**config.mk**
```make
export PLATFORM = sky130hd
export DESIGN_NAME = wb_selftest_master_flat
export DESIGN_NICKNAME = d
export VERILOG_FILES = /design/src/rtl/wb_selftest_master_if.sv /design/src/rtl/wb_selftest_master.sv /design/src/flat_wrapper.sv
export SDC_FILE = /design/constraint.sdc
export NUM_CORES = 1
export LEC_CHECK = 0
export ABC_AREA = 1
export CAP_MARGIN = 20
export CORE_MARGIN = 2
export CORE_UTILIZATION = 35
export CTS_BUF_LIST = sky130_fd_sc_hd__clkbuf_16
export DETAILED_ROUTE_END_ITERATION = 10
export DONT_BUFFER_PORTS = 1
export PLACE_DENSITY = 0.48
export SYNTH_ARGS = -nofsm -noshare
export SYNTH_HDL_FRONTEND = slang
export SYNTH_SLANG_ARGS = --single-unit
```
**constraint.sdc**
```tcl
create_clock -name clk_i -period 2.9 [get_ports clk_i]
set_input_delay 0.145 -clock clk_i [delete_from_list [all_inputs] [get_ports clk_i]]
set_output_delay 0.145 -clock clk_i [all_outputs]
set_load 0.05 [all_outputs]
```
**src/rtl/wb_selftest_master_if.sv**
```systemverilog
// Wishbone classic bus bundle between the self-test master and the slave it exercises.
// Signal directions are named from the master's point of view.
interface wb_selftest_master_if #(
    parameter int ADDR_WIDTH = 32,
    parameter int DATA_WIDTH = 32
);
    logic                    cyc_o;
    logic                    stb_o;
    logic                    we_o;
    logic [ADDR_WIDTH-1:0]   adr_o;
    logic [DATA_WIDTH-1:0]   dat_o;
    logic [DATA_WIDTH/8-1:0] sel_o;
    logic [DATA_WIDTH-1:0]   dat_i;
    logic                    ack_i;
    logic                    err_i;

    modport master (
        output cyc_o, stb_o, we_o, adr_o, dat_o, sel_o,
        input  dat_i, ack_i, err_i
    );

    modport slave (
        input  cyc_o, stb_o, we_o, adr_o, dat_o, sel_o,
        output dat_i, ack_i, err_i
    );
endinterface

```
**src/rtl/wb_selftest_master.sv**
```systemverilog
// Wishbone classic master that resets a slave, writes a patterned block, reads it back and
// counts mismatches, bus errors and timeouts; can inject one slave reset mid-run.
module wb_selftest_master #(
    parameter int              ADDR_WIDTH = 32,
    parameter int              DATA_WIDTH = 32,
    parameter int              NUM_WORDS  = 16,
    parameter logic [ADDR_WIDTH-1:0] BASE_ADDR = '0,
    parameter logic [31:0]     SEED       = 32'hA5A5_0001,
    parameter logic [31:0]     STRIDE     = 32'h9E37_79B9,
    parameter int              RST_CYCLES = 100,
    parameter int              INJECT_AT  = 0,
    parameter int              TIMEOUT    = 64
) (
    input  logic        clk_i,
    input  logic        rst_i,
    input  logic        start_i,
    output logic        dut_rst_o,
    wb_selftest_master_if.master wb,
    output logic        busy_o,
    output logic        done_o,
    output logic        pass_o,
    output logic [15:0] err_cnt_o,
    output logic        inject_o
);

    localparam logic [DATA_WIDTH-1:0] SEED_D    = DATA_WIDTH'(SEED);
    localparam logic [DATA_WIDTH-1:0] STRIDE_D  = DATA_WIDTH'(STRIDE);
    localparam logic [ADDR_WIDTH-1:0] ADDR_STEP = ADDR_WIDTH'(DATA_WIDTH / 8);

    typedef enum logic [2:0] {
        IDLE,
        DUT_RST,
        WRITE,
        READ,
        DONE
    } state_t;

    state_t                r_state;
    state_t                w_nextState;
    logic [31:0]           r_rstCnt;
    logic [31:0]           r_waitCnt;
    logic [31:0]           r_injCnt;
    logic [16:0]           r_wordIdx;
    logic [DATA_WIDTH-1:0] r_pattern;
    logic [ADDR_WIDTH-1:0] r_adr;
    logic [DATA_WIDTH-1:0] r_datO;
    logic                  r_cyc;
    logic                  r_we;
    logic [15:0]           r_errCnt;
    logic                  r_armed;
    logic                  r_cntRun;
    logic                  r_inject;

    logic w_inXfer;
    logic w_ack;
    logic w_busErr;
    logic w_timeout;
    logic w_xferDone;
    logic w_mismatch;
    logic w_errEvent;
    logic w_lastWord;
    logic w_rstDone;
    logic w_inject;
    logic w_startOk;

    // err_i wins over a simultaneous ack; a timeout is only declared when neither arrived.
    assign w_inXfer   = (r_state == WRITE) || (r_state == READ);
    assign w_busErr   = r_cyc & wb.err_i;
    assign w_ack      = r_cyc & wb.ack_i & ~wb.err_i;
    assign w_timeout  = r_cyc & ~wb.ack_i & ~wb.err_i & (r_waitCnt == 32'(TIMEOUT - 1));
    assign w_xferDone = w_ack | w_busErr | w_timeout;
    assign w_mismatch = w_ack & (r_state == READ) & (wb.dat_i != r_pattern);
    assign w_errEvent = w_busErr | w_timeout | w_mismatch;
    assign w_lastWord = (r_wordIdx == 17'(NUM_WORDS - 1));
    assign w_rstDone  = (r_rstCnt == 32'(RST_CYCLES - 1));
    assign w_startOk  = start_i && ((r_state == IDLE) || (r_state == DONE));
    assign w_inject   = r_armed && r_cntRun && (INJECT_AT != 0) &&
                        (r_injCnt == 32'(INJECT_AT)) && w_inXfer;

    always_ff @(posedge clk_i) begin
        if (rst_i) begin
            r_state   <= IDLE;
            r_rstCnt  <= '0;
            r_waitCnt <= '0;
            r_injCnt  <= '0;
            r_wordIdx <= '0;
            r_pattern <= SEED_D;
            r_adr     <= '0;
            r_datO    <= '0;
            r_cyc     <= 1'b0;
            r_we      <= 1'b0;
            r_errCnt  <= '0;
            r_armed   <= 1'b1;
            r_cntRun  <= 1'b0;
            r_inject  <= 1'b0;
        end else begin
            r_state  <= w_nextState;
            r_inject <= w_inject;
            r_rstCnt <= (r_state == DUT_RST) ? r_rstCnt + 32'd1 : 32'd0;

            // The injection timebase starts once, on the first time the slave leaves reset.
            if ((r_state == DUT_RST) && w_rstDone && !r_cntRun) begin
                r_cntRun <= 1'b1;
                r_injCnt <= '0;
            end else if (r_cntRun && r_armed) begin
                r_injCnt <= r_injCnt + 32'd1;
            end

            if (w_inject || ((r_state == READ) && (w_nextState == DONE)))
                r_armed <= 1'b0;

            if (w_inject || w_startOk)
                r_errCnt <= '0;
            else if (w_inXfer && w_errEvent && (r_errCnt != 16'hFFFF))
                r_errCnt <= r_errCnt + 16'd1;

            // Each word: one idle cycle to launch, then hold until ack/err/timeout.
            if (w_inject || !w_inXfer) begin
                r_cyc     <= 1'b0;
                r_we      <= 1'b0;
                r_wordIdx <= '0;
                r_pattern <= SEED_D;
            end else if (!r_cyc) begin
                r_cyc     <= 1'b1;
                r_we      <= (r_state == WRITE);
                r_adr     <= BASE_ADDR + ADDR_WIDTH'(r_wordIdx) * ADDR_STEP;
                r_datO    <= (r_state == WRITE) ? r_pattern : '0;
                r_waitCnt <= '0;
            end else if (w_xferDone) begin
                r_cyc <= 1'b0;
                r_we  <= 1'b0;
                if (w_lastWord) begin
                    r_wordIdx <= '0;
                    r_pattern <= SEED_D;
                end else begin
                    r_wordIdx <= r_wordIdx + 17'd1;
                    r_pattern <= r_pattern + STRIDE_D;
                end
            end else begin
                r_waitCnt <= r_waitCnt + 32'd1;
            end
        end
    end

    always_comb begin
        w_nextState = r_state;
        case (r_state)
            IDLE:    if (start_i) w_nextState = DUT_RST;
            DUT_RST: if (w_rstDone) w_nextState = WRITE;
            WRITE: begin
                if (w_inject)                      w_nextState = DUT_RST;
                else if (w_xferDone && w_lastWord) w_nextState = READ;
            end
            READ: begin
                if (w_inject)                      w_nextState = DUT_RST;
                else if (w_xferDone && w_lastWord) w_nextState = DONE;
            end
            DONE:    if (start_i) w_nextState = DUT_RST;
            default: w_nextState = IDLE;
        endcase
    end

    always_comb begin
        dut_rst_o = (r_state == IDLE) || (r_state == DUT_RST);
        busy_o    = (r_state == DUT_RST) || w_inXfer;
        done_o    = (r_state == DONE);
        pass_o    = (r_state == DONE) && (r_errCnt == 16'd0);
        err_cnt_o = r_errCnt;
        inject_o  = r_inject;
        wb.cyc_o  = r_cyc;
        wb.stb_o  = r_cyc;
        wb.we_o   = r_we;
        wb.adr_o  = r_adr;
        wb.dat_o  = r_datO;
        wb.sel_o  = '1;
    end

endmodule

```
**src/flat_wrapper.sv**
```systemverilog
// flat-port wrapper written by rule: the top's interface ports become plain ports
module wb_selftest_master_flat 
#(
    parameter int              ADDR_WIDTH = 32,
    parameter int              DATA_WIDTH = 32,
    parameter int              NUM_WORDS  = 16,
    parameter logic [ADDR_WIDTH-1:0] BASE_ADDR = '0,
    parameter logic [31:0]     SEED       = 32'hA5A5_0001,
    parameter logic [31:0]     STRIDE     = 32'h9E37_79B9,
    parameter int              RST_CYCLES = 100,
    parameter int              INJECT_AT  = 0,
    parameter int              TIMEOUT    = 64
)
  (clk_i, rst_i, start_i, dut_rst_o, busy_o, done_o, pass_o, err_cnt_o, inject_o, wb_cyc_o, wb_stb_o, wb_we_o, wb_adr_o, wb_dat_o, wb_sel_o, wb_dat_i, wb_ack_i, wb_err_i);
  wb_selftest_master_if #(.ADDR_WIDTH(ADDR_WIDTH), .DATA_WIDTH(DATA_WIDTH)) wb_i ();
  input  logic clk_i;
  input  logic rst_i;
  input  logic start_i;
  output logic dut_rst_o;
  output logic busy_o;
  output logic done_o;
  output logic pass_o;
  output logic [15:0] err_cnt_o;
  output logic inject_o;
  output wire logic [$bits(wb_i.cyc_o)-1:0] wb_cyc_o;
  output wire logic [$bits(wb_i.stb_o)-1:0] wb_stb_o;
  output wire logic [$bits(wb_i.we_o)-1:0] wb_we_o;
  output wire logic [$bits(wb_i.adr_o)-1:0] wb_adr_o;
  output wire logic [$bits(wb_i.dat_o)-1:0] wb_dat_o;
  output wire logic [$bits(wb_i.sel_o)-1:0] wb_sel_o;
  input wire logic [$bits(wb_i.dat_i)-1:0] wb_dat_i;
  input wire logic [$bits(wb_i.ack_i)-1:0] wb_ack_i;
  input wire logic [$bits(wb_i.err_i)-1:0] wb_err_i;
  assign wb_cyc_o = wb_i.cyc_o;
  assign wb_stb_o = wb_i.stb_o;
  assign wb_we_o = wb_i.we_o;
  assign wb_adr_o = wb_i.adr_o;
  assign wb_dat_o = wb_i.dat_o;
  assign wb_sel_o = wb_i.sel_o;
  assign wb_i.dat_i = wb_dat_i;
  assign wb_i.ack_i = wb_ack_i;
  assign wb_i.err_i = wb_err_i;
  wb_selftest_master #(.ADDR_WIDTH(ADDR_WIDTH), .DATA_WIDTH(DATA_WIDTH), .NUM_WORDS(NUM_WORDS), .BASE_ADDR(BASE_ADDR), .SEED(SEED), .STRIDE(STRIDE), .RST_CYCLES(RST_CYCLES), .INJECT_AT(INJECT_AT), .TIMEOUT(TIMEOUT)) u_core (.clk_i(clk_i), .rst_i(rst_i), .start_i(start_i), .dut_rst_o(dut_rst_o), .wb(wb_i), .busy_o(busy_o), .done_o(done_o), .pass_o(pass_o), .err_cnt_o(err_cnt_o), .inject_o(inject_o));
endmodule
```
======== Word-level counts from Yosys, hierarchy flattened ========
Cells that the tools add are included.
word-level totals
  flip-flop bits (word level) ............. 183
  logic and storage cells ................. 80
operators by class
  $add $sub $neg .......................... 5
  mux-type cells .......................... 14
  eq/ne operators ......................... 15
  bitwise gates (word level) .............. 17
  reductions and logical operators ........ 19
operator list
  operator                  number
  $mux W32                  4
  $add A32 B1 Y32 const B   2
  $add A32 B32 Y32 const B  1
  $eq A32 B6 Y1 const B     1
  $eq A32 B7 Y1 const B     1
  $ne A32 B32 Y1            1
  $add A17 B1 Y17 const B   1
  $eq A17 B4 Y1 const B     1
  $mux W17                  1
  $add A16 B1 Y16 const B   1
  $logic_not A16 Y1         1
  $ne A16 B16 Y1 const B    1
  $mux W3                   4
  $pmux W3 S4               1
  $and A1 B1 Y1             8
  $ne A2 B2 Y1 const B      4
  $reduce_or A2 Y1          4
  $eq A3 B2 Y1 const B      2
  $reduce_and A2 Y1         3
  $logic_and A1 B1 Y1       5
  $not A1 Y1                5
  $logic_or A1 B1 Y1        4
  $mux W1                   4
  $ne A2 B1 Y1 const B      2
  5 further kinds           8

======== Depth between registers and ports, before layout ========
Gate-level depths: netlist of the first run.
  word-level depth ........................ 8
  gate-level depth with buffers ........... 14

======== Worst setup path before layout of the first run ========
Ideal clock, no wire load.
  kind .................................... reg-to-output
  start ................................... register u_core.r_state[0]
  end ..................................... output pass_o
  cell stages (with the launch flop) ...... 6
  arrival ................................. 2484 ps
  required time ........................... 2755 ps
  setup slack ............................. 271 ps
  cells stage by stage .................... dfxtp_1 -> nor2_1 -> inv_1 -> nor2_1 -> nand4_1 -> nor3_1
between the ends
  cells in the longest elaborated chain, start to end .. 2
RTL lines
  item                    RTL line                   text
  from (decl)             wb_selftest_master.sv:38   state_t r_state;
  from (signal assigned)  wb_selftest_master.sv:97   r_state <= w_nextState;
  $eq A3 B3 Y1            -
  net done_o              flat_wrapper.sv:21         output logic done_o;
  $logic_and A1 B1 Y1     wb_selftest_master.sv:167  pass_o = (r_state == DONE) && (r_errCnt == 16'd0);
  to (decl)               flat_wrapper.sv:22         output logic pass_o;
The timed path passes the listed nets, and every way through them passes these cells.

======== Worst setup path in the final report of the first run ========
  start ................................... register u_core.r_waitCnt[0]
  end ..................................... register u_core.r_waitCnt[22]
between the ends
  cells in the longest elaborated chain, start to end .. 5
  elaborated cells between the ends (all ways) .. 8
RTL lines
  item                                                     RTL line                   text
  from (decl)                                              wb_selftest_master.sv:41   logic [31:0] r_waitCnt;
  from (signal assigned)                                   wb_selftest_master.sv:140  r_waitCnt <= r_waitCnt + 32'd1;
  branches (longest 5 deep; another with $add A32 B1 Y32)  -
Parallel ways; which one is timed is not known. The select of a mux whose other input is x is not followed.
A chain may end at the register's enable or synchronous reset.

==> impl_metrics.ini, run 1 <==
[worst_hold_path]
holdPathStages = 4
hold_path_class = in -> reg

[grt]
antenna_found_initial = 0
grt_pass1_wl_um = 45100
grt_max_degree = 40
grt.overflow.total = 0
grt_pass1_vias = 8667
grt_use_total = 0.182

[sta]
period_share = 0.815
hold_viol = 0
worstMarginPinSlew_ns = 1.02
period_needed_ns = 2.36
setup_tns_ns = 0
fmax_mhz = 423
max_slew_margin = 0.319
skew_ns = 0.0133
setup_viol = 0
final_max_slew_viol_count = 0
rsz0062_at_grt = false

[run_status]
status = finished clean

[logic_synthesis]
ys_seq_elements = 183
synth_edf_count = 0
synth.area.top_cells = dfxtp_1 (37%), nand2_1 (12%), nor2_1 (7.3%)
synth_area_per_cell_sq_um = 6.86
yosysTopAreaCell = dfxtp_1
ys.flop_type = dfxtp_1
seq_area_frac_synth = 0.365
yosys.cell_types.count = 48
async_reset_ff_frac = 0
netlist.area_leader.share = 0.365
yosysWarnings = 0
syn-cell-area_sq_um = 10000
netlist_instances = 1462

[route]
drc_errors = 0
vias = 9201
vias_per_cell = 4.96
drt_wl_total_um = 27300
antenna_left = 0
dr.first_iter.drc_count = 448
wl_per_cell_um = 14.7
firstDrtPassIters = 5

[finish]
utilization = 0.393
fill_cells = 3000
nets = 1506
num_antenna_cells = 0
drive_gt1_frac = 0.0772
area_delta_synth_final_pct = 9.87

[critical_path]
r2r_cells = 14
critPathKind = reg -> reg
cp_max_fo = 39
critPathCaptureType = register
crit_required_ns = 3.24
critPathArrivalTime_ns = 2.71
cp-start-kind = register
reg2reg_slack_ns = 0.54

[clock_tree]
clkTransAtPathRegs_ns = 0.08
post_cts_resized = 0
h-tree-depth = 4
cts_buffers = 17
cts_tree = built
cts_root_buffer = clkbuf_16
numClockSinks = 183
worstSkewPairLatency_ns = 0.44
cts_buffer_depth = 2

[pwr]
ir_drop_mv = 0.400
pwr_density_cell_nw_per_um2 = 633
p_leak_nw = 4.05

[floorplanning]
start_util = 0.358
fp.dieW_um = 173
core-area_sq_um = 28000
dieArea_sq_um = 30000
die_h_um = 173
io_pins = 129
rows = 61

[placed_design]
finalWeightedCongestion = 0.863
dp_hpwl_um = 19800
port_buffers = 0

[flow_run]
cap_violations = 0
## path summary, 6_finish.rpt
| kind | start | end |
|---|---|---|
| setup / recovery | u_core.r_waitCnt[0]$_SDFFE_PP0P_ | u_core.r_waitCnt[22]$_SDFFE_PP0P_ |
| hold / removal | rst_i | u_core.r_rstCnt[15]$_SDFF_PP0_ |
| setup reg to reg | u_core.r_waitCnt[0]$_SDFFE_PP0P_ | u_core.r_waitCnt[22]$_SDFFE_PP0P_ |
| hold reg to reg | u_core.r_rstCnt[0]$_SDFF_PP0_ | u_core.r_rstCnt[0]$_SDFF_PP0_ |
## worst max-delay path: stages, from the launching register on
cell and delay, ns:
dfxtp_1 0.38, ha_1 0.20, inv_1 0.09, nor2_4 0.16
nand4_1 0.10, nor2_1 0.11, nand4_1 0.11, nand2_2 0.13
buf_4 0.41, nor2_4 0.03, buf_4 0.26, nand3_1 0.14
nand2_1 0.06, nand2_1 0.05, nor2_1 0.04
## synth_stat cells, drive strengths merged, types with 2 or more instances
master,number
nand2,323
nor2,207
dfxtp,183
inv,162
a21oi,104
nand3,84
nor3,66
o21ai,66
buf,55
nand4,50
xnor2,33
a32o,32
xor2,22
clkbuf,15
nor4,11
nor3b,8
a31oi,7
ha,6
o21a,4
a211oi,3
and3,3
clkinv,3
or2,3
conb,2
o21bai,2
o22ai,2
o31ai,2
## power breakdown
part	internal [W]	total (W)	switching (W)
sequential	0.00268	0.00327	0.000593
combinational	0.000307	0.00126	0.000954
clock	0.00131	0.00245	0.00114
## state kept, by name (all words and copies together), names as in the netlist
name and cells:
u_core.wb.we_o 1, u_core.wb.dat_o 32, u_core.wb.adr_o 17, u_core.r_rstCnt 32, u_core.r_waitCnt 32, u_core.r_state 3, u_core.err_cnt_o 16, u_core.wb.cyc_o 1
u_core.r_wordIdx 17, u_core.r_pattern 32
## layout by cell type, fill, tap and decap left out, drive strengths merged, types with 2 or more instances in the layout
cell | synthesis | final
a211oi | 3 | 3
a21oi | 104 | 104
a31oi | 7 | 7
a32o | 32 | 32
and3 | 3 | 3
buf | 55 | 32
bufinv | 0 | 2
clkbuf | 15 | 17
clkinv | 3 | 8
conb | 2 | 20
dfxtp | 183 | 183
dlygate4sd3 | 0 | 2
ha | 6 | 6
inv | 162 | 169
nand2 | 323 | 323
nand3 | 84 | 84
nand4 | 50 | 50
nor2 | 207 | 207
nor3 | 66 | 66
nor3b | 8 | 8
nor4 | 11 | 11
o21a | 4 | 4
o21ai | 66 | 66
o21bai | 2 | 2
o22ai | 2 | 2
o31ai | 2 | 2
or2 | 3 | 3
xnor2 | 33 | 33
xor2 | 22 | 22
## metrics by stage
stage               worst slack, ns  instances  instance area (sq um)  hold slack, ns  total power [W]
finish                        0.535       1854                  11000          0.0266          0.00698
global route                  0.252       1854                  11000          0.0321          0.00737
CTS                           0.500       1854                  11000         0.00613          0.00710
detailed placement            0.507       1820                  10400           0.228          0.00461
global placement              0.530       1820                  10400           0.226          0.00461
floorplan                     0.271       1480                  10100           0.340          0.00430
## layer usage
layer	GRT usage	wire length, um	vias up
met4	0.0459	405	0
met2	0.290	12200	154
met3	0.0450	1360	20
met1	0.247	13200	4223
met5	0	0	-
li1	-	-	4804
## final cells by class
cell class	instances	area [sq um]	share of cell area
inverters	165	619	0.0562
repair buffers	34	260	0.0236
well taps	378	473	0.0429
flip-flops and latches	183	3660	0.333
clock inverters	15	184	0.0167
clock buffers	17	425	0.0386
multi-input cells	1062	5390	0.489
## kinds of logic after synthesis
family                   synth area share
buffers and inverters               0.104
other                            0.000749
AO/OA/AOI/OAI                       0.132
adder cells (fa/ha/maj)           0.00748
flip-flops                          0.365
AND/OR/NAND/NOR                     0.343
XOR/XNOR                           0.0480
## timing repair
item / in CTS / in global routing
endpoints found under the setup margin: 0 / 0
setup buffers: 0 / 0
hold buffers: 2 / 0
endpoints found under the hold margin: 18 / 0
Power figures use the tool's default switching activity.
==> run 2: changes to the inputs <==
PLACE_DENSITY = 0.5   (was 0.48)
clock period = 2.1 ns   (was 2.9 ns; I/O delays follow)
==> impl_metrics.ini, run 2 (same netlist as run 1, synthesis figures left out) <==
[pwr]
intPower_w = 0.00592
pwr-share-comb = 0.216
switching_share = 0.393
p_seq_frac = 0.460
pwr_density_cell_nw_per_um2 = 839
power_switching_w = 0.00383
p_clk_frac = 0.323
total_power_w = 0.00975
p_leak_nw = 4.37
ir_drop_mv = 0.578

[critical_path]
cp-start-kind = register
cp_max_fo = 4
critPathKind = reg -> reg
critPathCaptureType = register
critPathArrivalTime_ns = 2.25
crit_required_ns = 2.42

[sta]
final_max_slew_viol_count = 0
max_slew_margin = 0.395
setup_viol = 0
period_needed_ns = 1.93
worstMarginPinSlew_ns = 0.904
setup_tns_ns = 0
hold_viol = 0
worst_slack_ns = 0.167
period_share = 0.920
rsz0062_at_grt = true
fmax_mhz = 517
skew_ns = 0.0177
whs_ns = 0.0484

[route]
firstDrtPassIters = 5
antenna_left = 0
drt_wl_total_um = 27800
dr.first_iter.drc_count = 763
vias_per_cell = 4.98
wl_per_cell_um = 14.6
drc_errors = 0
vias = 9518

[clock_tree]
cts_buffer_depth = 2
cts_tree = built
cts_buffers = 17
clkTransAtPathRegs_ns = 0.07
numClockSinks = 183
worstSkewPairLatency_ns = 0.44
h-tree-depth = 4
cts_root_buffer = clkbuf_16

[placed_design]
finalWeightedCongestion = 0.854
post-place-ws_ns = -0.0538
dp_hpwl_um = 20100
port_buffers = 0

[floorplanning]
dieArea_sq_um = 30000
core-area_sq_um = 28000
die_h_um = 173
start_util = 0.358
io_pins = 129
fp.dieW_um = 173
rows = 61

[worst_hold_path]
hold_path_class = in -> reg

[grt]
grt_max_degree = 39
grt_pass1_vias = 8768
grt_use_total = 0.183
grt.overflow.total = 0
grt_pass1_wl_um = 45300
antenna_found_initial = 0

[flow_run]
cap_violations = 0

[finish]
nets = 1563
layout_common_cells = nand2_1 (309), nor2_1 (188), dfxtp_1 (176), inv_1 (155), a21oi_1 (102)
final_common_cell = nand2_1
drive_gt1_frac = 0.127
utilization = 0.415
area_delta_synth_final_pct = 15.9
num_antenna_cells = 0

[run_status]
status = finished clean
-- run 2: power groups by stage --
| stage | combinational, W | sequential, W | clock (W) |
|---|---|---|---|
| final | 0.00211 | 0.00449 | 0.00315 |
| after global routing | 0.00232 | 0.00453 | 0.00337 |
| after CTS | 0.00201 | 0.00450 | 0.00325 |
| after detailed placement | 0.00199 | 0.00458 | 0 |
| after global placement | 0.00198 | 0.00458 | 0 |
| after floorplan | 0.00141 | 0.00453 | 0 |
-- run 2: stage by stage --
stage / cells / area [sq um]
2_1_floorplan: 1480 / 10100
3_3_place_gp: 1869 / 10800
3_5_place_dp: 1869 / 10800
4_1_cts: 1903 / 11400
5_1_grt: 1911 / 11600
6_report: 1911 / 11600
-- run 2: path summary, 6_finish.rpt --
path / end / slack, ns / startpoint / depth (start not counted)
setup / recovery: u_core.r_waitCnt[18]$_SDFFE_PP0P_ / 0.17 / u_core.r_waitCnt[1]$_SDFFE_PP0P_ / 11
hold / removal: u_core.wb.we_o$_SDFFE_PP0P_ / 0.05 / rst_i / 3
setup reg to reg: u_core.r_waitCnt[18]$_SDFFE_PP0P_ / 0.17 / u_core.r_waitCnt[1]$_SDFFE_PP0P_ / 11
hold reg to reg: u_core.r_rstCnt[0]$_SDFF_PP0_ / 0.46 / u_core.r_rstCnt[0]$_SDFF_PP0_ / 1
-- run 2: timing repair --
action                                  CTS  global route
gates cloned                              0             3
endpoints found under the setup margin   15            90
pin swaps                                 0             8
endpoints found under the hold margin    19             0
gates resized for setup                   2            33
setup buffers                             0             5
hold buffers                              2             0
-- run 2: final cells by class --
type / instances / area, sq um
fill: 2966 / 16400
tap: 378 / 473
inverter: 165 / 629
clock buffer: 17 / 425
multi-input combinational: 1063 / 5490
timing repair buffer: 90 / 790
sequential: 183 / 3670
clock inverter: 15 / 143
-- run 2: worst max-delay path: stages, from the launching register on --
cell and delay [ns]:
dfxtp_2 0.34, ha_2 0.19, inv_2 0.05, nor2_4 0.11
nand2_2 0.13, nor2_4 0.12, nand2_1 0.11, nor2_2 0.17
nand4_1 0.16, buf_4 0.18, nor3b_1 0.20, nor2_1 0.07
-- run 2: metal layers --
layer	GRT usage	wire [um]	vias up
met1	0.253	13500	4390
met2	0.287	12500	189
met3	0.0430	1440	27
met4	0.0431	361	0
met5	0	0	-
li1	-	-	4912
==> run 3: changes to the inputs <==
CTS_BUF_LIST = sky130_fd_sc_hd__clkbuf_4   (was sky130_fd_sc_hd__clkbuf_16)
PLACE_DENSITY = default   (was 0.5)
==> impl_metrics.ini, run 3 (same netlist as run 1, synthesis figures left out) <==
[run_status]
status = finished clean

[critical_path]
critPathArrivalTime_ns = 1.88
critPathBufInv = 2
timing.rr.start = u_core.r_waitCnt[0]$_SDFFE_PP0P_
crit_required_ns = 2.00
cp-start-kind = register
crit_path_max_incr_delay_ns = 0.38
cp_slowest_cell = dfxtp_2
r2r_cells = 14
reg2reg_slack_ns = 0.14
crit_family = simple AND/OR/NAND/NOR gates
critPathCaptureType = output port
cp_cell_sequence = buf_4 -> nor4_1 -> nand4_1 -> nor3_2 -> buf_6
critPathKind = reg -> out
r2r_end = u_core.r_waitCnt[22]$_SDFFE_PP0P_
cp_max_fo = 4

[sta]
whs_ns = 0.0573
final_max_slew_viol_count = 0
period_share = 0.944
skew_ns = 0.0377
worstMarginPinSlew_ns = 0.827
period_needed_ns = 1.98
max_slew_margin = 0.447
setup_viol = 0
fmax_mhz = 504
worst_slack_ns = 0.118
hold_viol = 0

[finish]
nets = 1558
final_common_cell = nand2_1
layout_common_cells = nand2_1 (310), nor2_1 (190), dfxtp_1 (167), inv_1 (155), a21oi_1 (102)
fin_cells = 1907
finalInstanceArea_sq_um = 11300
area_delta_synth_final_pct = 12.6
drive_gt1_frac = 0.120

[grt]
antenna_found_initial = 1
top_usage_layer = met2
grt_max_degree = 48
grt_pass1_vias = 8708
grtUsageMet2 = 0.287
grt_use_total = 0.175
met3_usage = 0.0329
use_met1 = 0.238
grt.overflow.total = 0
grt_pass1_wl_um = 43900

[route]
wl_per_cell_um = 14.0
drt_wl_total_um = 26700
drc_errors = 0
firstDrtPassIters = 5
vias_per_cell = 5.00
vias = 9532
antenna_left = 0
dr.first_iter.drc_count = 709

[clock_tree]
clkTransAtPathRegs_ns = 0.16
numClockSinks = 183
cts_root_buffer = clkbuf_4
cts_buffers = 17
worstSkewPairLatency_ns = 0.60
h-tree-depth = 4
cts_tree = built
cts_buffer_depth = 2

[floorplanning]
fp.dieW_um = 173
dieArea_sq_um = 30000
io_pins = 129
rows = 61
start_util = 0.358
die_h_um = 173
core-area_sq_um = 28000

[placed_design]
finalWeightedCongestion = 0.905
port_buffers = 0
dp_cells = 1859
post-place-ws_ns = -0.0191
postPlaceCellArea_sq_um = 10800
dp_hpwl_um = 19200

[worst_hold_path]
hold_path.startpoint = wb_err_i
holdPathStages = 4
worstHoldEndpoint = u_core.wb.cyc_o$_SDFF_PP0_
hold_path_class = in -> reg

[pwr]
ir_drop_mv = 0.484
p_leak_nw = 4.19
switching_share = 0.418
power_switching_w = 0.00355
pwr_density_cell_nw_per_um2 = 753
pwr-share-comb = 0.235
total_power_w = 0.00850
p_seq_frac = 0.530
p_clk_frac = 0.235
intPower_w = 0.00495

[flow_run]
cap_violations = 0
[run 3: changes by cell type in the layout (fill, tap and decap cells not counted), sizes merged]
cell / before / now
bufinv: 0 / 1
dlygate4sd3: 2 / 11
diode: 0 / 1
buf: 86 / 73
inv: 169 / 168
clkinv: 11 / 8
clkinvlp: 0 / 2
[run 3: final cells by class]
| class | instances | area, sq um |
|---|---|---|
| flip-flops and latches | 183 | 3680 |
| clock inverters | 14 | 141 |
| well taps | 378 | 473 |
| diodes | 1 | 2.50 |
| multi-input cells | 1063 | 5470 |
| repair buffers | 85 | 766 |
| fillers | 2935 | 16700 |
| clock buffers | 18 | 135 |
| inverters | 165 | 622 |
[run 3: worst max-delay path by stage]
stage / from / endpoint / slack, ns / cells past startpoint
after floorplan: u_core.err_cnt_o[0]$_SDFFE_PP0P_ / u_core.err_cnt_o[10]$_SDFFE_PP0P_ / 0.15 / 7
after global placement: u_core.r_waitCnt[1]$_SDFFE_PP0P_ / u_core.r_wordIdx[12]$_SDFFE_PP0P_ / 0.06 / 12
after detailed placement: u_core.r_waitCnt[1]$_SDFFE_PP0P_ / u_core.r_wordIdx[7]$_SDFFE_PP0P_ / -0.02 / 12
after CTS: u_core.r_state[0]$_SDFFE_PP0P_ / pass_o / 0.02 / 6
after global routing: u_core.r_rstCnt[1]$_SDFF_PP0_ / u_core.r_state[1]$_SDFFE_PP0P_ / -0.005 / 10
final: u_core.err_cnt_o[8]$_SDFFE_PP0P_ / pass_o / 0.12 / 5
[run 3: repair_timing]
item / 4_1_cts / 5_1_grt
pin swaps: 0 / 4
hold buffers: 11 / 0
hold endpoints to repair: 90 / 0
gates cloned: 0 / 2
gates resized for setup: 1 / 33
setup buffers: 0 / 2
setup endpoints to repair: 2 / 91
[run 3: tightest hold or removal path, delay by kind of cell]
family / cells / cell delay, ns
compound gates: 1 / 0.12
buf+inv: 1 / 0.18
simple gates: 2 / 0.19
[run 3: metrics by stage]
step / TNS, ns / util
global placement: 0 / 0.384
detailed placement: -0.0294 / 0.384
global route: -0.00781 / 0.403
finish: 0 / 0.403
floorplan: 0 / -
CTS: 0 / 0.398
[run 3: layer usage]
layer  wire length (um)  part of all wire  vias to the layer above
li1                   -                 -                     4912
met1              12800              0.48                     4391
met2              12300              0.46                      201
met3               1170             0.044                       28
met4                436             0.016                        0
met5                  0                 0                        -
[run 3: power groups by stage]
stage / Sequential (W) / Combinational [W] / Clock [W]
after floorplan: 0.00453 / 0.00141 / 0
after global placement: 0.00458 / 0.00187 / 0
after detailed placement: 0.00458 / 0.00189 / 0
after CTS: 0.00450 / 0.00195 / 0.00210
after global routing: 0.00454 / 0.00221 / 0.00220
final: 0.00451 / 0.00200 / 0.00200
